<file path="config.mk">
export PLATFORM = sky130hd
export DESIGN_NAME = ds_link_rx_flat
export DESIGN_NICKNAME = d
export VERILOG_FILES = /design/src/rtl/ds_link_rx_if.sv /design/src/rtl/ds_link_rx.sv /design/src/flat_wrapper.sv
export SDC_FILE = /design/constraint.sdc
export NUM_CORES = 1
export LEC_CHECK = 0
export BUFFER_PORTS_ARGS = -buffer_cell sky130_fd_sc_hd__buf_2
export CAP_MARGIN = 25
export CELL_PAD_IN_SITES_DETAIL_PLACEMENT = 0
export CELL_PAD_IN_SITES_GLOBAL_PLACEMENT = 1
export CORE_MARGIN = 5
export CORE_UTILIZATION = 49
export CTS_CLUSTER_SIZE = 28
export DETAILED_ROUTE_END_ITERATION = 16
export PLACE_DENSITY_LB_ADDON = 0.15
export SLEW_MARGIN = 10
export SYNTH_ARGS = -nofsm -noshare
export SYNTH_HDL_FRONTEND = slang
export SYNTH_SLANG_ARGS = --single-unit
</file>
<file path="constraint.sdc">
create_clock -name CLK100MHZ -period 7.87 [get_ports CLK100MHZ]
set_clock_uncertainty 0.15 [all_clocks]
set_input_delay 0.3935 -clock CLK100MHZ [delete_from_list [all_inputs] [get_ports CLK100MHZ]]
set_output_delay 0.3935 -clock CLK100MHZ [all_outputs]
set_load 0.005 [all_outputs]
</file>
<file path="src/rtl/ds_link_rx_if.sv">
// DS-link receive-side bundle: the Data/Strobe pins and the decoded character outputs.
// The receiver drives the outputs through the master modport; the link controller uses slave.
interface ds_link_rx_if;
    logic       D_in;
    logic       S_in;
    logic [7:0] rx_data;
    logic       rx_data_valid;
    logic       rx_eop;
    logic       rx_eep;
    logic       rx_fct;
    logic       rx_null;
    logic       link_up;
    logic       err_parity;
    logic       err_esc;
    logic       err_disc;

    modport master (
        input  D_in, S_in,
        output rx_data, rx_data_valid, rx_eop, rx_eep, rx_fct, rx_null,
        output link_up, err_parity, err_esc, err_disc
    );

    modport slave (
        output D_in, S_in,
        input  rx_data, rx_data_valid, rx_eop, rx_eep, rx_fct, rx_null,
        input  link_up, err_parity, err_esc, err_disc
    );
endinterface

</file>
<file path="src/rtl/ds_link_rx.sv">
// IEEE1355 DS-link character receiver: recovers bits from D^S transitions, locks on NULL,
// decodes data/control characters and flags parity, escape and disconnect errors.
module ds_link_rx #(
    parameter bit G_LINK_PARITY_IS_ODD = 1'b1,
    parameter int G_DISC_CYCLES        = 85
) (
    input logic          CLK100MHZ,
    input logic          rst,
    ds_link_rx_if.master link
);
    localparam int              C_CW        = $clog2(G_DISC_CYCLES + 1);
    localparam logic [C_CW-1:0] C_DISC_LAST = C_CW'(G_DISC_CYCLES - 1);
    localparam logic [6:0]      C_NULL_TAIL = {3'b111, ~G_LINK_PARITY_IS_ODD, 3'b100};

    typedef enum logic [1:0] {
        ST_HUNT     = 2'd0,
        ST_RUN      = 2'd1,
        ST_ESC_WAIT = 2'd2
    } state_t;

    function automatic logic f_parity_ok(input logic prev_par, input logic p, input logic f);
        return (prev_par ^ p ^ f) == G_LINK_PARITY_IS_ODD;
    endfunction

    logic       r_d1, r_d2, r_s1, r_s2, r_x_prev;
    logic       r_evt, r_bit;
    state_t     r_state, w_state_n;
    logic [6:0] r_hunt, w_hunt_n;
    logic [9:0] r_char, w_char_n, w_cur;
    logic [3:0] r_bit_cnt, w_bit_cnt_n;
    logic       r_prev_par, w_prev_par_n;
    logic [C_CW-1:0] r_disc_cnt;
    logic       r_armed;
    logic       w_x, w_done, w_par_ok, w_char_par, w_disc_hit;
    logic [1:0] w_ctrl;

    logic [7:0] r_rx_data, w_rx_data_n;
    logic       r_rx_data_valid, r_rx_eop, r_rx_eep, r_rx_fct, r_rx_null, r_link_up;
    logic       r_err_parity, r_err_esc, r_err_disc;
    logic       w_rx_data_valid_n, w_rx_eop_n, w_rx_eep_n, w_rx_fct_n, w_rx_null_n, w_link_up_n;
    logic       w_err_parity_n, w_err_esc_n, w_err_disc_n;

    assign w_x        = r_d2 ^ r_s2;
    assign w_disc_hit = r_armed && !r_evt && (r_disc_cnt == C_DISC_LAST);

    // Synchronizers and previous-x register run freely so reset never fakes a bit event.
    always_ff @(posedge CLK100MHZ) begin
        r_d1     <= link.D_in;
        r_d2     <= r_d1;
        r_s1     <= link.S_in;
        r_s2     <= r_s1;
        r_x_prev <= w_x;
    end

    // Registered bit event; the character logic consumes it one cycle later.
    always_ff @(posedge CLK100MHZ) begin
        if (rst) begin
            r_evt <= 1'b0;
            r_bit <= 1'b0;
        end else begin
            r_evt <= w_x ^ r_x_prev;
            r_bit <= r_d2;
        end
    end

    // Disconnect timer: cleared by bit events, armed by the first one, saturates on expiry.
    always_ff @(posedge CLK100MHZ) begin
        if (rst) begin
            r_disc_cnt <= '0;
            r_armed    <= 1'b0;
        end else if (r_evt) begin
            r_disc_cnt <= '0;
            r_armed    <= 1'b1;
        end else if (r_armed) begin
            r_disc_cnt <= r_disc_cnt + C_CW'(1);
            r_armed    <= (r_disc_cnt != C_DISC_LAST);
        end else begin
            r_disc_cnt <= r_disc_cnt;
            r_armed    <= 1'b0;
        end
    end

    // Next-state and output decode for character assembly.
    always_comb begin
        w_state_n         = r_state;
        w_hunt_n          = r_hunt;
        w_char_n          = r_char;
        w_bit_cnt_n       = r_bit_cnt;
        w_prev_par_n      = r_prev_par;
        w_rx_data_n       = r_rx_data;
        w_link_up_n       = r_link_up;
        w_rx_data_valid_n = 1'b0;
        w_rx_eop_n        = 1'b0;
        w_rx_eep_n        = 1'b0;
        w_rx_fct_n        = 1'b0;
        w_rx_null_n       = 1'b0;
        w_err_parity_n    = 1'b0;
        w_err_esc_n       = 1'b0;
        w_err_disc_n      = 1'b0;

        w_cur            = r_char;
        w_cur[r_bit_cnt] = r_bit;
        w_done     = (r_bit_cnt == 4'd9) || ((r_bit_cnt == 4'd3) && w_cur[1]);
        w_par_ok   = f_parity_ok(r_prev_par, w_cur[0], w_cur[1]);
        w_ctrl     = {w_cur[2], w_cur[3]};
        w_char_par = w_cur[1] ? ^w_ctrl : ^w_cur[9:2];

        case (r_state)
            ST_HUNT: begin
                if (r_evt) begin
                    w_hunt_n = {r_hunt[5:0], r_bit};
                    if (w_hunt_n == C_NULL_TAIL) begin
                        w_rx_null_n  = 1'b1;
                        w_link_up_n  = 1'b1;
                        w_state_n    = ST_RUN;
                        w_hunt_n     = 7'd0;
                        w_char_n     = 10'd0;
                        w_bit_cnt_n  = 4'd0;
                        w_prev_par_n = 1'b0;
                    end else begin
                        w_state_n = ST_HUNT;
                    end
                end else begin
                    w_state_n = ST_HUNT;
                end
            end
            ST_RUN, ST_ESC_WAIT: begin
                if (r_evt && !w_done) begin
                    w_char_n    = w_cur;
                    w_bit_cnt_n = r_bit_cnt + 4'd1;
                end else if (r_evt) begin
                    w_char_n    = 10'd0;
                    w_bit_cnt_n = 4'd0;
                    if (!w_par_ok) begin
                        w_err_parity_n = 1'b1;
                        w_link_up_n    = 1'b0;
                        w_state_n      = ST_HUNT;
                        w_hunt_n       = 7'd0;
                    end else if (r_state == ST_ESC_WAIT) begin
                        w_prev_par_n = w_char_par;
                        if (w_cur[1] && (w_ctrl == 2'b00)) begin
                            w_rx_null_n = 1'b1;
                            w_state_n   = ST_RUN;
                        end else begin
                            w_err_esc_n = 1'b1;
                            w_link_up_n = 1'b0;
                            w_state_n   = ST_HUNT;
                            w_hunt_n    = 7'd0;
                        end
                    end else if (!w_cur[1]) begin
                        w_prev_par_n      = w_char_par;
                        w_rx_data_n       = w_cur[9:2];
                        w_rx_data_valid_n = 1'b1;
                    end else begin
                        w_prev_par_n = w_char_par;
                        case (w_ctrl)
                            2'b00:   w_rx_fct_n = 1'b1;
                            2'b01:   w_rx_eop_n = 1'b1;
                            2'b10:   w_rx_eep_n = 1'b1;
                            2'b11:   w_state_n  = ST_ESC_WAIT;
                            default: w_state_n  = ST_HUNT;
                        endcase
                    end
                end else begin
                    w_state_n = r_state;
                end
            end
            default: begin
                w_state_n = ST_HUNT;
                w_hunt_n  = 7'd0;
            end
        endcase

        // A disconnect overrides anything decoded in the same cycle.
        if (w_disc_hit) begin
            w_err_disc_n      = 1'b1;
            w_err_parity_n    = 1'b0;
            w_err_esc_n       = 1'b0;
            w_rx_data_valid_n = 1'b0;
            w_rx_eop_n        = 1'b0;
            w_rx_eep_n        = 1'b0;
            w_rx_fct_n        = 1'b0;
            w_rx_null_n       = 1'b0;
            w_link_up_n       = 1'b0;
            w_state_n         = ST_HUNT;
            w_hunt_n          = 7'd0;
            w_char_n          = 10'd0;
            w_bit_cnt_n       = 4'd0;
        end else begin
            w_err_disc_n = 1'b0;
        end
    end

    // Character state and registered outputs.
    always_ff @(posedge CLK100MHZ) begin
        if (rst) begin
            r_state         <= ST_HUNT;
            r_hunt          <= 7'd0;
            r_char          <= 10'd0;
            r_bit_cnt       <= 4'd0;
            r_prev_par      <= 1'b0;
            r_rx_data       <= 8'h00;
            r_rx_data_valid <= 1'b0;
            r_rx_eop        <= 1'b0;
            r_rx_eep        <= 1'b0;
            r_rx_fct        <= 1'b0;
            r_rx_null       <= 1'b0;
            r_link_up       <= 1'b0;
            r_err_parity    <= 1'b0;
            r_err_esc       <= 1'b0;
            r_err_disc      <= 1'b0;
        end else begin
            r_state         <= w_state_n;
            r_hunt          <= w_hunt_n;
            r_char          <= w_char_n;
            r_bit_cnt       <= w_bit_cnt_n;
            r_prev_par      <= w_prev_par_n;
            r_rx_data       <= w_rx_data_n;
            r_rx_data_valid <= w_rx_data_valid_n;
            r_rx_eop        <= w_rx_eop_n;
            r_rx_eep        <= w_rx_eep_n;
            r_rx_fct        <= w_rx_fct_n;
            r_rx_null       <= w_rx_null_n;
            r_link_up       <= w_link_up_n;
            r_err_parity    <= w_err_parity_n;
            r_err_esc       <= w_err_esc_n;
            r_err_disc      <= w_err_disc_n;
        end
    end

    assign link.rx_data       = r_rx_data;
    assign link.rx_data_valid = r_rx_data_valid;
    assign link.rx_eop        = r_rx_eop;
    assign link.rx_eep        = r_rx_eep;
    assign link.rx_fct        = r_rx_fct;
    assign link.rx_null       = r_rx_null;
    assign link.link_up       = r_link_up;
    assign link.err_parity    = r_err_parity;
    assign link.err_esc       = r_err_esc;
    assign link.err_disc      = r_err_disc;
endmodule
</file>
<file path="src/flat_wrapper.sv">
// flat-port wrapper written by rule: the top's interface ports become plain ports
module ds_link_rx_flat 
#(
    parameter bit G_LINK_PARITY_IS_ODD = 1'b1,
    parameter int G_DISC_CYCLES        = 85
)
  (CLK100MHZ, rst, link_D_in, link_S_in, link_rx_data, link_rx_data_valid, link_rx_eop, link_rx_eep, link_rx_fct, link_rx_null, link_link_up, link_err_parity, link_err_esc, link_err_disc);
  ds_link_rx_if link_i ();
  input logic CLK100MHZ;
  input logic rst;
  input wire logic [$bits(link_i.D_in)-1:0] link_D_in;
  input wire logic [$bits(link_i.S_in)-1:0] link_S_in;
  output wire logic [$bits(link_i.rx_data)-1:0] link_rx_data;
  output wire logic [$bits(link_i.rx_data_valid)-1:0] link_rx_data_valid;
  output wire logic [$bits(link_i.rx_eop)-1:0] link_rx_eop;
  output wire logic [$bits(link_i.rx_eep)-1:0] link_rx_eep;
  output wire logic [$bits(link_i.rx_fct)-1:0] link_rx_fct;
  output wire logic [$bits(link_i.rx_null)-1:0] link_rx_null;
  output wire logic [$bits(link_i.link_up)-1:0] link_link_up;
  output wire logic [$bits(link_i.err_parity)-1:0] link_err_parity;
  output wire logic [$bits(link_i.err_esc)-1:0] link_err_esc;
  output wire logic [$bits(link_i.err_disc)-1:0] link_err_disc;
  assign link_i.D_in = link_D_in;
  assign link_i.S_in = link_S_in;
  assign link_rx_data = link_i.rx_data;
  assign link_rx_data_valid = link_i.rx_data_valid;
  assign link_rx_eop = link_i.rx_eop;
  assign link_rx_eep = link_i.rx_eep;
  assign link_rx_fct = link_i.rx_fct;
  assign link_rx_null = link_i.rx_null;
  assign link_link_up = link_i.link_up;
  assign link_err_parity = link_i.err_parity;
  assign link_err_esc = link_i.err_esc;
  assign link_err_disc = link_i.err_disc;
  ds_link_rx #(.G_LINK_PARITY_IS_ODD(G_LINK_PARITY_IS_ODD), .G_DISC_CYCLES(G_DISC_CYCLES)) u_core (.CLK100MHZ(CLK100MHZ), .rst(rst), .link(link_i));
endmodule
</file>
==> impl_metrics.toml, run 1 <==
[cts]
postCtsSetupRepairBufs = 0
tritoncts = "built"
cts-hold-fix-buffers = 0
insertion_delay_to_the_later_sink_of_the_worst_skew_pair_ns = 0.30
cts-htree-levels = 2
cts.reportedPaths.clkPinSlew_ns = 0.09
root_buffer = "sky130_fd_sc_hd__clkbuf_8"
numCtsBuffers = 5
postCtsResizedCells = 0
clock_tree.buffer_depth = 2
total_clock_sinks = 55

[cells_and_area]
final_nets = 316
register_area_um2 = 1100
instances_no_fill = 367
multi_input_area_um2 = 1380
filler_cell_count = 520
post_route_cells_drive_above_1_share = 0.118
antenna_cells_inserted = 0
area_growth_syn_to_layout_pct = 9.30

[placement]
buffer_ports.inserted = 20
dpl.hpwl_um = 3520
place.gp.congestion = 0.882
place.detailed.instances = 359

[global_routing]
globalRoute.totalOverflow = 0
via_count_of_the_first_global_routing_pass = 1773
global_route_wire_length_before_repair_um = 8440
antenna_violations_before_repair = 0
grt_max_degree = 26
grt.total_usage = 0.147

[yosys]
yosysSeqAreaShare = 0.424
netlist_area_um2 = 2600
synth_seq_cells = 55
synth_area_leader_cell = "sky130_fd_sc_hd__dfxtp_1"
syn_inst = 281
post_synth.cell_area_avg_um2 = 9.24
synth-edff-count = 0
asyncSetResetFlopFracSynth = 0
synth.top_cells.by_area = "sky130_fd_sc_hd__dfxtp_1, sky130_fd_sc_hd__ha_1, sky130_fd_sc_hd__nor2_1"
yosys.area.top_type_share = 0.424
netlist-cell-type-count = 45
ys_dominant_reg_cell = "sky130_fd_sc_hd__dfxtp_1"
synth_nets = 300
number_of_warning_messages_in_the_yosys_log = 0

[timing]
maxClockFrequency_mhz = 306
tightestPinTransition_ns = 0.804
report.final.setup_viol = 0
fin_max_slew_vios = 0
finalSetupTns_ns = 0
unrepaired_setup_endpoints_after_global_routing = "false"
final-hold-violation-count = 0
finalCritPeriodShare = 0.416
timing.slew.headroom = 0.462
final_worst_path_period_need_ns = 3.27

[drt]
totalWireLength_um = 4970
drt_iter0_drc = 152
drc = 0
vias = 1942
dr.pass1.iters = 4
drtAntennaViolNets = 0
post_drt_via_cell_ratio = 5.29
wl_per_cell_um = 13.6

[worst_setup_path]
reg2reg_to = "u_core.link.rx_data[7]$_SDFFE_PP0P_"
worstPathRequired_ns = 7.94
r2r_start = "u_core.r_bit_cnt[0]$_SDFFE_PP0P_"
regToRegSetupSlack_ns = 4.60
critPathCaptureType = "flop"
setup.worst_path.start_class = "flop"
arrival_ns = 3.35
crit_fanout = 16
setup.worst_path.class = "flop to flop"
ff2ff_path_depth = 10

[floorplanning]
die_height_um = 82.8
fp.dieArea_um2 = 6860
core_region_area_um2 = 5140
rows = 26
top_level_ports = 21
start_util = 0.505
dieWidth_um = 82.8

[flow_run]
max_cap_viol_count = 0

[power]
leakage_nw = 1.12
design_power_total_w = 0.000486
worst_ir_drop_vdd_mv = 0.113
power_density_nw_per_um2 = 171

[min_path]
timing.hold.worst.class = "input port to flop"
hp-start = "link_S_in"
hold_path_end = "u_core.r_s1$_DFF_P_"
hold_path_depth = 1

[status]
outcome = "finished, final reports clean"
==> cell type report <==
| class | instances | share of cell area |
|---|---|---|
| sequential | 55 | 0.388 |
| inverter | 15 | 0.0198 |
| clock buffer | 6 | 0.0256 |
| multi-input combinational | 199 | 0.486 |
| timing repair buffer | 21 | 0.0392 |
| clock inverter | 1 | 0.0106 |
| tap | 70 | 0.0309 |
==> worst max-delay path, stage by stage (launching register included) <==
cell and delay, ns:
sky130_fd_sc_hd__dfxtp_1 0.43, sky130_fd_sc_hd__ha_1 0.28, sky130_fd_sc_hd__nor3b_1 0.22, sky130_fd_sc_hd__mux2_2 0.43, sky130_fd_sc_hd__inv_2 0.15, sky130_fd_sc_hd__ha_1 0.29, sky130_fd_sc_hd__nor2b_1 0.21, sky130_fd_sc_hd__nand2b_1 0.18
sky130_fd_sc_hd__nor3_4 0.53, sky130_fd_sc_hd__nor2_1 0.11, sky130_fd_sc_hd__a211oi_2 0.21
==> sequential cells by signal (all words and copies together), names as in the netlist, 2 cells and up <==
register and cells:
u_core.r_state 2, u_core.link.rx_data 8, u_core.r_hunt 6, u_core.r_char 10, u_core.r_disc_cnt 7, u_core.r_bit_cnt 4
==> cells by family after synthesis <==
| group | synth area share |
|---|---|
| muxes | 0.0544 |
| and+or+nand+nor | 0.216 |
| AOI/OAI and AO/OA | 0.138 |
| buffers and inverters | 0.0448 |
| DFF | 0.424 |
| xor gates and xnor gates | 0.0506 |
| adders and majority gates | 0.0723 |
==> cells in the final DEF, fill, tap and decap left out, types with 3 or more instances in the layout <==
cell type                  count
sky130_fd_sc_hd__a211oi_1     16
sky130_fd_sc_hd__a21oi_1      10
sky130_fd_sc_hd__buf_2        20
sky130_fd_sc_hd__clkbuf_8      5
sky130_fd_sc_hd__dfxtp_1      55
sky130_fd_sc_hd__ha_1         15
sky130_fd_sc_hd__inv_1        14
sky130_fd_sc_hd__mux2i_1      13
sky130_fd_sc_hd__nand2_1      16
sky130_fd_sc_hd__nand2b_1      7
sky130_fd_sc_hd__nand3_1       6
sky130_fd_sc_hd__nand3b_1      8
sky130_fd_sc_hd__nand4_1       5
sky130_fd_sc_hd__nor2_1       35
sky130_fd_sc_hd__nor2b_1       5
sky130_fd_sc_hd__nor3_1        5
sky130_fd_sc_hd__nor3b_1       3
sky130_fd_sc_hd__o21ai_0       6
sky130_fd_sc_hd__or3_1         6
sky130_fd_sc_hd__xnor2_1       9
sky130_fd_sc_hd__xor2_1        6
==> stage by stage <==
| step | setup slack (ns) | instance area, µm² | hold WS [ns] | utilization |
|---|---|---|---|---|
| after global placement | 4.79 | 2730 | 0.161 | 0.530 |
| after floorplan | 5.10 | 2600 | 0.160 | - |
| after detailed placement | 4.65 | 2730 | 0.164 | 0.530 |
| after global routing | 4.30 | 2840 | 0.0212 | 0.552 |
| after CTS | 4.61 | 2830 | 0.0364 | 0.550 |
| final | 4.60 | 2840 | 0.0450 | 0.552 |
==> Yosys cell counts (2+ instances only) <==
cell and number:
sky130_fd_sc_hd__o21a_1 2, sky130_fd_sc_hd__dfxtp_1 55, sky130_fd_sc_hd__nand4_1 5, sky130_fd_sc_hd__xnor2_1 9, sky130_fd_sc_hd__a211oi_1 16, sky130_fd_sc_hd__nand4bb_1 2
sky130_fd_sc_hd__or3_1 6, sky130_fd_sc_hd__nand2b_1 7, sky130_fd_sc_hd__mux2i_1 13, sky130_fd_sc_hd__o21ai_0 6, sky130_fd_sc_hd__clkbuf_1 5, sky130_fd_sc_hd__nand2_1 16
sky130_fd_sc_hd__ha_1 15, sky130_fd_sc_hd__nor3b_1 3, sky130_fd_sc_hd__a211oi_2 2, sky130_fd_sc_hd__nor2b_1 5, sky130_fd_sc_hd__nor3_1 5, sky130_fd_sc_hd__a31oi_1 2
sky130_fd_sc_hd__nand3_1 6, sky130_fd_sc_hd__nor2_1 35, sky130_fd_sc_hd__inv_1 14, sky130_fd_sc_hd__xor2_1 6, sky130_fd_sc_hd__buf_2 6, sky130_fd_sc_hd__a21oi_1 10
sky130_fd_sc_hd__o32ai_1 2, sky130_fd_sc_hd__and4_1 2, sky130_fd_sc_hd__nand3b_1 8
==> routing by layer <==
layer | vias to the layer above | routed length, µm | global-route usage
met5 | - | 0 | 0
li1 | 1007 | - | -
met1 | 883 | 2630 | 0.221
met2 | 46 | 2020 | 0.206
met3 | 6 | 248 | 0.0386
met4 | 0 | 68 | 0.0416
==> report_power, final <==
group          internal [W]  switching [W]
Clock             0.0000934      0.0000852
Combinational    0.00000732      0.0000123
Sequential         0.000282     0.00000548
==> how the worst max path moves through the flow <==
stage                                           startpoint                                  end  cells after the start
final                     u_core.r_bit_cnt[0]$_SDFFE_PP0P_  u_core.link.rx_data[7]$_SDFFE_PP0P_                     10
after global routing      u_core.r_bit_cnt[1]$_SDFFE_PP0P_  u_core.link.rx_data[1]$_SDFFE_PP0P_                     11
after CTS                 u_core.r_bit_cnt[0]$_SDFFE_PP0P_  u_core.link.rx_data[1]$_SDFFE_PP0P_                     10
after detailed placement  u_core.r_bit_cnt[1]$_SDFFE_PP0P_  u_core.link.rx_data[2]$_SDFFE_PP0P_                     11
after global placement      u_core.r_state[0]$_SDFFE_PP0P_        u_core.r_char[1]$_SDFFE_PP0P_                      8
after floorplan           u_core.r_bit_cnt[0]$_SDFFE_PP0P_  u_core.link.rx_data[6]$_SDFFE_PP0P_                     11
Note: power is estimated with default switching activity, not from simulation.
==> run 2: changes to the inputs <==
ABC_AREA = 1   (was not set)
CORE_UTILIZATION = 39   (was 49)
clock period = 3 ns   (was 7.87 ns; I/O delays follow)
==> impl_metrics.toml, run 2 <==
[status]
outcome = "finished, final reports clean"

[cts]
cts.reportedPaths.clkPinSlew_ns = 0.11
total_clock_sinks = 55
clock_tree.buffer_depth = 2
postCtsResizedCells = 0
tritoncts = "built"
root_buffer = "sky130_fd_sc_hd__clkbuf_8"
cts-htree-levels = 2
numCtsBuffers = 5
insertion_delay_to_the_later_sink_of_the_worst_skew_pair_ns = 0.31

[yosys]
synth_nets = 398
ys_dominant_reg_cell = "sky130_fd_sc_hd__dfxtp_1"
netlist_area_um2 = 2760
post_synth_mux_area_share = 0
synth_area_leader_cell = "sky130_fd_sc_hd__dfxtp_1"
yosys.area.top_type_share = 0.399
post_synth.cell_area_avg_um2 = 7.28
syn_inst = 379
synth_xor_area_frac = 0.0127
synth-edff-count = 0
synth_seq_cells = 55
netlist-cell-type-count = 29
most_used_standard_cell_by_instance_count_after_synthesis = "sky130_fd_sc_hd__nand2_1"
yosysSeqAreaShare = 0.399
synth_compound_gate_area_share = 0.103
synth.top_cells.by_count = "sky130_fd_sc_hd__nand2_1, sky130_fd_sc_hd__dfxtp_1, sky130_fd_sc_hd__nor2_1, sky130_fd_sc_hd__inv_1, sky130_fd_sc_hd__nand3_1"
synth_simple_gate_area_share = 0.334
asyncSetResetFlopFracSynth = 0
synth.top_cells.by_area = "sky130_fd_sc_hd__dfxtp_1, sky130_fd_sc_hd__nand2_1, sky130_fd_sc_hd__ha_1"
main_combinational_cell_family_by_area_after_synthesis = "simple AND/OR/NAND/NOR gates"
number_of_warning_messages_in_the_yosys_log = 0
synth_fa_ha_area_frac = 0.0681

[worst_setup_path]
critical_path.slowest_cell = "sky130_fd_sc_hd__dfxtp_1"
worstSetupStartpoint = "u_core.r_bit_cnt[0]$_SDFFE_PP0P_"
setup.worst_path.class = "flop to flop"
critPathCaptureType = "flop"
setup.worst_path.start_class = "flop"
worstPathRequired_ns = 3.10
slowest_delay_ns = 0.42
worst_path_bufs_invs = 3
timing.critical_path.cells = "inv_1 -> ha_1 -> nand2_1 -> nor2_1 -> a21oi_1 -> xnor2_1 -> ha_1 -> inv_1 -> nand3_1 -> nor2_4 -> buf_4 -> nand3_1 -> a21oi_1"
arrival_ns = 2.79
crit_fanout = 8
r2r_start = "u_core.r_bit_cnt[0]$_SDFFE_PP0P_"
crit_family = "simple AND/OR/NAND/NOR gates"

[timing]
setup_slack_ns = 0.305
tightestPinTransition_ns = 0.482
fin_max_slew_vios = 0
unrepaired_setup_endpoints_after_global_routing = "false"
finalHoldWorstSlack_ns = 0.0348
final_worst_path_period_need_ns = 2.70
timing.slew.headroom = 0.675
final-hold-violation-count = 0
finalCritPeriodShare = 0.898
report.final.setup_viol = 0
maxClockFrequency_mhz = 371
finalSetupTns_ns = 0

[drt]
dr.pass1.iters = 5
wl_per_cell_um = 11.8
met3RoutedLength_um = 153
vias = 2368
drtAntennaViolNets = 0
met2RoutedLength_um = 2740
totalWireLength_um = 5960
post_drt_via_cell_ratio = 4.70
top_layer = "met4"
drc = 0
drt_iter0_drc = 59
m1WireLength_um = 3040

[power]
p_int_w = 0.00149
leakage_nw = 1.37
worst_ir_drop_vdd_mv = 0.315
share_comb_of_total_power = 0.490
power_density_nw_per_um2 = 878
netSwitchingFraction = 0.451
power.switching_w = 0.00123
p_clk_frac = 0.159
power_frac_seq = 0.351

[cells_and_area]
layout_commonest_cell = "sky130_fd_sc_hd__nand2_1"
filler_cell_count = 730
layout.cells.most_common_list = "sky130_fd_sc_hd__nand2_1, sky130_fd_sc_hd__dfxtp_1, sky130_fd_sc_hd__nor2_1"
final_nets = 426
instances_no_fill = 504
max_ffs_per_register = 10
final_core_util = 0.454
area_growth_syn_to_layout_pct = 12.4
post_route_cells_drive_above_1_share = 0.142
antenna_cells_inserted = 0
most_flop_heavy_register = "u_core.r_char"

[global_routing]
global_route_wire_length_before_repair_um = 10400
grt_max_degree = 20
grt.total_usage = 0.146
via_count_of_the_first_global_routing_pass = 2194
globalRoute.totalOverflow = 0
antenna_violations_before_repair = 0

[min_path]
hp-start = "rst"
timing.hold.worst.class = "input port to flop"

[placement]
place.gp.congestion = 0.867
place_ws_ns = 0.273
dpl.hpwl_um = 4450
place.detailed.instances = 492
buffer_ports.inserted = 20

[floorplanning]
core_region_area_um2 = 6830
fp.dieArea_um2 = 8850
die_height_um = 94.1
top_level_ports = 21
rows = 30
dieWidth_um = 94.1
start_util = 0.404

[flow_run]
max_cap_viol_count = 0
## run 2: cell count changes after synthesis, sizes merged, moves of 7 or more
| cell | previous run | this run |
|---|---|---|
| nand2b | 7 | 0 |
| o21ai | 7 | 15 |
| a21oi | 11 | 21 |
| mux2i | 13 | 0 |
| nand3 | 6 | 31 |
| inv | 15 | 45 |
| nand3b | 8 | 0 |
| nand2 | 16 | 96 |
| nor2 | 35 | 50 |
| xnor2 | 9 | 2 |
## run 2: worst paths after layout
check,to,slack (ns),cells after the start
setup / recovery,u_core.link.rx_data[2]$_SDFFE_PP0P_,0.30,13
hold / removal,u_core.r_bit$_SDFF_PP0_,0.03,2
setup reg to reg,u_core.link.rx_data[2]$_SDFFE_PP0P_,0.30,13
hold reg to reg,u_core.r_s2$_DFF_P_,0.19,0
## run 2: kinds of logic (layout without fill, tap and decap cells)
logic type      after synthesis  count (layout)
flops                        55              55
simple gates                201             201
buf+inv                      55              84
compound gates               49              49
fa+ha+maj                    15              15
xor+xnor                      4               4
## run 2: what timing repair did
item                                    in CTS  in global routing
endpoints found under the setup margin       0                  2
hold buffers                                 2                  0
endpoints found under the hold margin        2                  0
buffers inserted                             0                  2
## run 2: routing by layer
metal	GRT usage	up-vias
met5	0	-
met4	0.0361	0
met3	0.0337	2
met2	0.234	26
met1	0.198	1061
li1	-	1279
## run 2: layout make-up
| cell class | instances | area, µm² | area share |
|---|---|---|---|
| Inverter | 46 | 173 | 0.0557 |
| Clock inverter | 3 | 27.5 | 0.00888 |
| Timing Repair Buffer | 30 | 180 | 0.0581 |
| Sequential cell | 55 | 1100 | 0.355 |
| Multi-Input combinational cell | 269 | 1430 | 0.461 |
| Tap cell | 96 | 120 | 0.0388 |
| Clock buffer | 5 | 68.8 | 0.0222 |
## run 2: through the flow
stage	cell area, µm²	power [W]
2_1_floorplan	2760	0.00204
3_3_place_gp	2970	0.00230
3_5_place_dp	2970	0.00231
4_1_cts	3080	0.00277
5_1_grt	3100	0.00302
6_report	3100	0.00272
## run 2: worst register-to-register path, cell delays in order (launching register included)
cell and delay [ns]:
sky130_fd_sc_hd__dfxtp_1 0.42, sky130_fd_sc_hd__inv_1 0.10, sky130_fd_sc_hd__ha_1 0.27, sky130_fd_sc_hd__nand2_1 0.11, sky130_fd_sc_hd__nor2_1 0.04, sky130_fd_sc_hd__a21oi_1 0.21, sky130_fd_sc_hd__xnor2_1 0.15, sky130_fd_sc_hd__ha_1 0.26
sky130_fd_sc_hd__inv_1 0.13, sky130_fd_sc_hd__nand3_1 0.17, sky130_fd_sc_hd__nor2_4 0.24, sky130_fd_sc_hd__buf_4 0.16, sky130_fd_sc_hd__nand3_1 0.07, sky130_fd_sc_hd__a21oi_1 0.15
## run 2: power by group through the flow
| stage | Sequential, W | Clock, W | Combinational (W) |
|---|---|---|---|
| final | 0.000955 | 0.000433 | 0.00133 |
| after floorplan | 0.000952 | 0 | 0.00109 |
| after global placement | 0.000967 | 0 | 0.00133 |
| after CTS | 0.000955 | 0.000469 | 0.00135 |
| after detailed placement | 0.000972 | 0 | 0.00134 |
| after global routing | 0.000974 | 0.000493 | 0.00155 |
